--- src/rtl/frv_rng_prng.sv ---
// Seedable 32-bit Galois LFSR responder on the core's RNG request/response channel,
// with post-seed mixing and a reseed-interval health monitor.
module frv_rng_prng #(
   parameter logic [31:0] LFSR_TAPS       = 32'h8020_0003,
   parameter logic [31:0] RESET_STATE     = 32'h0000_0001,
   parameter int unsigned SEED_MIX_CYCLES = 4,
   parameter logic [15:0] RESEED_LIMIT    = 16'd1024
) (
   input  logic        g_clk,
   input  logic        g_resetn,
   input  logic        rng_req_valid,
   input  logic [2:0]  rng_req_op,
   input  logic [31:0] rng_req_data,
   output logic        rng_req_ready,
   output logic        rng_rsp_valid,
   output logic [2:0]  rng_rsp_status,
   output logic [31:0] rng_rsp_data,
   input  logic        rng_rsp_ready
);

   localparam logic [2:0] OpSeed = 3'b001;
   localparam logic [2:0] OpSamp = 3'b010;

   localparam logic [2:0] StatNoInit    = 3'b000;
   localparam logic [2:0] StatUnhealthy = 3'b001;
   localparam logic [2:0] StatHealthy   = 3'b100;

   localparam logic [7:0] MixLast = 8'(SEED_MIX_CYCLES - 1);

   typedef enum logic [1:0] {StIdle, StMix, StRsp} state_t;

   state_t      state_q;
   logic [31:0] lfsr_q;
   logic        seeded_q;
   logic [15:0] samp_cnt_q;
   logic [7:0]  mix_cnt_q;
   logic        rsp_valid_q;
   logic [2:0]  rsp_status_q;
   logic [31:0] rsp_data_q;

   logic [31:0] lfsr_step;
   logic [31:0] seed_mixed;
   logic        healthy;
   logic [2:0]  cur_status;

   always_comb begin
      lfsr_step  = (lfsr_q >> 1) ^ (lfsr_q[0] ? LFSR_TAPS : 32'h0);
      // An all-zero state would lock the LFSR, so fall back to 1.
      seed_mixed = lfsr_q ^ rng_req_data;
      if (seed_mixed == 32'h0) begin
         seed_mixed = 32'h1;
      end
      healthy = seeded_q && (samp_cnt_q != RESEED_LIMIT);
      if (!seeded_q) begin
         cur_status = StatNoInit;
      end else if (healthy) begin
         cur_status = StatHealthy;
      end else begin
         cur_status = StatUnhealthy;
      end
   end

   always_ff @(posedge g_clk or negedge g_resetn) begin
      if (!g_resetn) begin
         state_q      <= StIdle;
         lfsr_q       <= RESET_STATE;
         seeded_q     <= 1'b0;
         samp_cnt_q   <= 16'd0;
         mix_cnt_q    <= 8'd0;
         rsp_valid_q  <= 1'b0;
         rsp_status_q <= StatNoInit;
         rsp_data_q   <= 32'h0;
      end else begin
         unique case (state_q)
            StIdle: begin
               if (rng_req_valid) begin
                  case (rng_req_op)
                     OpSeed: begin
                        lfsr_q     <= seed_mixed;
                        mix_cnt_q  <= 8'd0;
                        seeded_q   <= 1'b1;
                        samp_cnt_q <= 16'd0;
                        state_q    <= StMix;
                     end
                     OpSamp: begin
                        rsp_valid_q  <= 1'b1;
                        rsp_status_q <= cur_status;
                        state_q      <= StRsp;
                        if (healthy) begin
                           rsp_data_q <= lfsr_q;
                           lfsr_q     <= lfsr_step;
                           samp_cnt_q <= samp_cnt_q + 16'd1;
                        end else begin
                           rsp_data_q <= 32'h0;
                        end
                     end
                     default: begin
                        rsp_valid_q  <= 1'b1;
                        rsp_status_q <= cur_status;
                        rsp_data_q   <= 32'h0;
                        state_q      <= StRsp;
                     end
                  endcase
               end
            end
            StMix: begin
               lfsr_q    <= lfsr_step;
               mix_cnt_q <= mix_cnt_q + 8'd1;
               if (mix_cnt_q == MixLast) begin
                  rsp_valid_q  <= 1'b1;
                  rsp_status_q <= StatHealthy;
                  rsp_data_q   <= 32'h0;
                  state_q      <= StRsp;
               end
            end
            StRsp: begin
               if (rng_rsp_ready) begin
                  rsp_valid_q  <= 1'b0;
                  rsp_status_q <= StatNoInit;
                  rsp_data_q   <= 32'h0;
                  state_q      <= StIdle;
               end
            end
            default: state_q <= StIdle;
         endcase
      end
   end

   assign rng_req_ready  = (state_q == StIdle);
   assign rng_rsp_valid  = rsp_valid_q;
   assign rng_rsp_status = rsp_status_q;
   assign rng_rsp_data   = rsp_data_q;

endmodule

--- config.mk ---
export PLATFORM = sky130hd
export DESIGN_NAME = frv_rng_prng
export DESIGN_NICKNAME = d
export VERILOG_FILES = /design/src/rtl/frv_rng_prng.sv
export SDC_FILE = /design/constraint.sdc
export NUM_CORES = 1
export LEC_CHECK = 0
export BUFFER_PORTS_ARGS = -buffer_cell sky130_fd_sc_hd__buf_4
export CORE_UTILIZATION = 30
export CTS_BUF_LIST = sky130_fd_sc_hd__clkbuf_8
export CTS_CLUSTER_DIAMETER = 200
export DETAILED_ROUTE_END_ITERATION = 12
export HOLD_SLACK_MARGIN = 0.12
export PLACE_DENSITY = 0.51
export SLEW_MARGIN = 20
export SYNTH_ARGS = -nofsm -noshare
export SYNTH_HDL_FRONTEND = slang
export SYNTH_SLANG_ARGS = --single-unit
export TNS_END_PERCENT = 20
--- constraint.sdc ---
create_clock -name g_clk -period 6.5 [get_ports g_clk]
set_input_delay 0.325 -clock g_clk [delete_from_list [all_inputs] [get_ports g_clk]]
set_output_delay 0.325 -clock g_clk [all_outputs]
set_load 0.05 [all_outputs]
* Word-level counts from Yosys, hierarchy flattened *
Index checks and enable logic that the tools add are counted.
Widths: inputs -> output; s select.

storage, ports and cells
  input port bits = 39
  bits in registers = 95
  word-level logic and storage cells = 72

cells by class
  muxes and demuxes = 34
  bitwise logic cells = 2
  reductions and logical operators = 12
  add/subtract/negate cells = 2
  eq/ne operators = 14

operators by type and width
  operator               number
  $mux 32                8
  $pmux 32 s2            3
  $pmux 32 s3            1
  $logic_not 32->1       1
  $pmux 16 s2            1
  $xor 31x32->32         1
  $xor 32x32->32         1
  $mux 3                 6
  $add 16x1->16 const B  1
  $mux 16                1
  $mux 8                 2
  $ne 16x11->1 const B   1
  $pmux 8 s2             1
  $ne 2x2->1 const B     5
  $pmux 3 s3             1
  $reduce_and 3->1       3
  $add 8x1->8 const B    1
  $eq 8x2->1 const B     1
  $mux 2                 4
  $reduce_and 4->1       2
  $pmux 2 s3             1
  $reduce_and 5->1       1
  $mux 1                 4
  $reduce_bool 2->1      2
  other kinds (11)       11

* Longest topological paths before layout *
  depth in word-level cells = 7
  depth in mapped cells = 11

* Worst setup path after synthesis *
OpenSTA, ideal clock, no wires.

  kind = reg2reg
  start point = register state_q[0]
  end point = register lfsr_q[18]
  cell stages (with the launch flop) = 12
  path slack = 3,988 ps
  arrival = 2,443 ps
  period minus slack after synthesis = 2,512 ps
  path buffers = 4
  setup time = 69 ps
  cell sequence = dfrtp_1 -> inv_1 -> ha_1 -> clkbuf_1 -> and2_1 -> clkbuf_1 -> a21boi_1 -> o31ai_1 -> buf_2 -> buf_2 -> nand3_1 -> nand3_1

between the ends
  cells in the longest elaborated chain, start to end = 3
  elaborated cells on any way between the ends = 8
  those cells by class = eq/ne (4); mux (1); reduce/logical (3)

ends and longest elaborated chain
  what                                                 line  source
  start, declared                                      32    state_t state_q;
  start signal, assigned                               65    state_q <= StIdle;
  start signal, assigned                               83    state_q <= StMix;
  start signal, assigned                               88    state_q <= StRsp;
  $logic_not 2->1 *                                    -
  named net rng_req_ready                              14    output logic rng_req_ready,
  $ne 3x1->1 (no source line) (tied with other cells)  -
  $reduce_and 4->1 (no source line)                    -
  end signal, assigned                                 79    lfsr_q <= seed_mixed;
  end signal, assigned                                 91    lfsr_q <= lfsr_step;
  end signal, assigned                                 107   lfsr_q <= lfsr_step;
  end, declared                                        33    logic [31:0] lfsr_q;

Mark *: on every way through the listed nets, which the timed path passes. The rest lies on a longest branch.
A chain may end at the register's enable or synchronous reset.

* Final worst setup path *
  start point = register mix_cnt_q[0]
  end point = register rsp_data_q[22] (netlist: rng_rsp_data[22])

between the ends
  cells in the longest elaborated chain, start to end = 3

ends and longest elaborated chain
  what                               line  source
  start, declared                    36    logic [7:0] mix_cnt_q;
  start signal, assigned             108   mix_cnt_q <= mix_cnt_q + 8'd1;
  $eq 8x2->1                         109   if (mix_cnt_q == MixLast) begin
  $ne 2x2->1 (no source line)        -
  $reduce_and 5->1 (no source line)  -
  end signal, assigned               90    rsp_data_q <= lfsr_q;
  end, declared                      39    logic [31:0] rsp_data_q;

Every way passes these cells.

==> results.md <==
- Status: finished, final reports clean
- First-pass DRT Iterations: 4
- Max-Cap Viols: 0
- Mux cell area share after synthesis: 0.007795
- Sw Pwr: 0.9212 mW
- Post-Synth XOR/XNOR Area: 0.07503
- Final setup margin: 3397 ps
- Largest net degree at the start of global routing: 58
- Post-route ant nets: 0
- Diodes inserted: 0
- I/O Pins: 76
- Post-synthesis compound-gate area fraction: 0.1856
- Slew headroom: 0.3724
- Worst Tran Pin Value: 939.4 ps
- Post-synth EDFFs: 0
- Buf/Inv on CP: 1
- Mapped Area: 5136 um2
- Routed WL: 13,880 um
- Async SR Flop Fraction: 1.000
- Total CTS buffers: 9
- Port bufs: 74
- DP Worst Slack: 3359 ps
- Die width: 132.8 um
- Clock share of power: 0.189
- Max stage delay on crit path: 690 ps
- Vias per cell: 5.175
- Peak Freq: 322.3 MHz
- Largest fanout on the critical path: 39
- First-pass GRT wire length: 22,990 um
- CP required: 6820 ps
- CP Class: reg2reg
- Final setup viols: 0
- Leakage: 2.667 nW
- Initial antenna violation count: 0
- Internal power: 1.203 mW
- Clock Latency Late Sink: 380 ps
- Syn Nets: 582
- DR vias: 4,249
- Multi-input logic area: 2576 um2
- DRC viols: 0
- DP HPWL: 9613 um
- Die area: 17,650 um2
- Critical path arrival: 3430 ps
- Largest family of logic cells by synthesized area: simple AND/OR/NAND/NOR gates
- Register area: 2354 um2
- Initial DRC count: 284
- Simple-gate area share of the yosys netlist: 0.2112
- Peak VDD IR: 0.1627 mV
- Clk slew on worst S/H paths: 100 ps
- Seq pwr share: 0.431
- Setup TNS: 0 ps
- Mean Syn Cell Area: 9.582 um2
- P per Cell Area: 349.0 nW/um2
- Crit path time final: 3103 ps
- Top delay family on crit path: simple AND/OR/NAND/NOR gates
- Critical-path cell list: ha_1, or4b_4, o41ai_4, nand3b_2, nor3_4, buf_4, a22o_1
- YS warnings: 0
- Post-CTS setup repair buffer count: 0
- CORE AREA: 16,640 um2
- Max Clock Skew: 8.819 ps
- Register area share after synthesis: 0.4582
- Die height: 132.8 um
- CTS root buf: clkbuf_8
- Sw frac: 0.4337
- Drt wl/cell: 16.90 um
- Fin util: 0.3658
- Clock sinks: 94
- Vias in the first global route: 4,178
- Final Hold Viols: 0
- Post_cts resized: 0
- Synthesis-to-layout area growth: 18.51%
- Most common cell after layout, fill and taps aside: dfrtp_1
- Comb power frac: 0.380
- Slowest cell on crit path: nand3b_2
- Initial core utilization: 0.3086
- CTS Buffer Depth: 2
- Register bit total from synthesis: 94
- Worst Setup End Kind: register
- Yosys cell types: 56
- Fraction of layout instances using a drive strength above 1: 0.1780
- Most frequent cells in the layout: dfrtp_1, buf_4, nor2_1
- Worst Setup Start Kind: register
- Post-Synth Adder-Cell Area: 0.01705
- Gr ovfl total: 0
- Fillers: 1,696
- Post-synthesis instance total: 536
- Min-Delay Path Class: in2reg
- # nets final: 642
- H-tree depth: 3
- Final period util: 0.4773
- Top_reg_cell synth: dfrtp_1
- Final Max Slew Viols: 0
- CTS tree: done
- RePlAce Congestion: 0.7993
- GRT Util Overall: 0.1671
- Standard-cell rows: 47
- RSZ-0062 raised after global routing: false
-- layer usage --
metal | up-vias | GRT usage | share of wire
met5 | - | 0 | 0
met4 | 0 | 0.03576 | 0.010
met3 | 12 | 0.04406 | 0.044
met2 | 87 | 0.2653 | 0.47
met1 | 2082 | 0.2276 | 0.48
li1 | 2068 | - | -
-- registers in the layout (all words and copies together), names as in the netlist --
signal,count
lfsr_q,32
mix_cnt_q,8
rng_rsp_data,32
rng_rsp_status,2
rng_rsp_valid,1
samp_cnt_q,16
seeded_q,1
state_q,2
-- worst min-delay path, cell delays in order --
cell and delay, ps:
buf_4 100, nand3b_1 100, nand3_1 60
-- layout make-up --
type	instances	share of cell area
Sequential cell	94	0.3866
Clock buffer	9	0.02035
Tap cell	220	0.04522
Timing Repair Buffer	81	0.1015
Inverter	18	0.01110
Clock inverter	7	0.01192
Multi-Input combinational cell	392	0.4232
-- power by group through the flow --
stage / sequential (mW) / combinational, mW / clock [mW]
6_report: 0.915 / 0.807 / 0.402
5_1_grt: 0.943 / 0.885 / 0.442
4_1_cts: 0.915 / 0.815 / 0.416
3_5_place_dp: 0.926 / 0.812 / 0
2_1_floorplan: 1.01 / 0.462 / 0
3_3_place_gp: 0.923 / 0.796 / 0
-- final timing paths --
path                                                    start                            end  slack (ps)  cells after the start
worst max-delay path                 mix_cnt_q[0]$_DFFE_PN0P_   rng_rsp_data[22]$_DFFE_PN0P_        3400                      7
worst min-delay path                          rng_req_data[2]          lfsr_q[2]$_DFFE_PN0P_         240                      3
worst max register to register       mix_cnt_q[0]$_DFFE_PN0P_   rng_rsp_data[22]$_DFFE_PN0P_        3400                      7
worst min register to register  rng_rsp_status[2]$_DFFE_PN0P_  rng_rsp_status[2]$_DFFE_PN0P_         520                      2
max in group asynchronous                            g_resetn    rng_rsp_data[6]$_DFFE_PN0P_        4910                      3
min in group asynchronous                            g_resetn   rng_rsp_data[17]$_DFFE_PN0P_         460                      2
-- per-stage QoR --
| step | total power, mW | hold WS [ps] | std cells | area, um2 |
|---|---|---|---|---|
| 5_1_grt | 2.271 | 228.5 | 821 | 6087 |
| 4_1_cts | 2.146 | 207.9 | 820 | 6072 |
| 3_5_place_dp | 1.738 | 341.0 | 803 | 5866 |
| 3_3_place_gp | 1.719 | 326.3 | 803 | 5866 |
| 6_report | 2.124 | 236.1 | 821 | 6087 |
| 2_1_floorplan | 1.475 | 29.41 | 536 | 5136 |
-- cell families after synthesis --
logic type	Yosys count
adders and majority gates	7
muxes	4
and+or+nand+nor	207
buffers and inverters	50
AOI/OAI and AO/OA	129
DFF	94
other	1
xor gates and xnor gates	44
-- synth_stat cells, types with 4 or more instances --
| cell | n | area, um2 |
|---|---|---|
| a21oi_1 | 9 | 45.04 |
| a22o_1 | 34 | 297.8 |
| a22oi_1 | 4 | 30.03 |
| a31oi_1 | 26 | 162.7 |
| and2_1 | 4 | 25.02 |
| and3_1 | 5 | 31.28 |
| buf_2 | 5 | 25.02 |
| buf_6 | 4 | 45.04 |
| clkbuf_1 | 22 | 82.58 |
| dfrtp_1 | 93 | 2327 |
| ha_1 | 7 | 87.58 |
| inv_1 | 18 | 67.56 |
| mux2i_1 | 4 | 40.04 |
| nand2_1 | 33 | 123.9 |
| nand3_1 | 32 | 160.2 |
| nand4_1 | 9 | 56.30 |
| nor2_1 | 60 | 225.2 |
| nor2b_1 | 13 | 81.33 |
| nor3_1 | 8 | 40.04 |
| nor3b_1 | 10 | 75.07 |
| nor4_1 | 10 | 62.56 |
| nor4b_1 | 4 | 35.03 |
| o211ai_1 | 5 | 37.54 |
| o21ai_0 | 20 | 100.1 |
| o22a_1 | 14 | 122.6 |
| o31ai_1 | 5 | 37.54 |
| xnor2_1 | 5 | 43.79 |
| xor2_1 | 39 | 341.6 |
-- what timing repair did --
item / CTS / global route
setup endpoints to repair: 0 / 0
endpoints found under the hold margin: 37 / 0
hold buffers: 1 / 0
(Power assumes the default switching activity.)
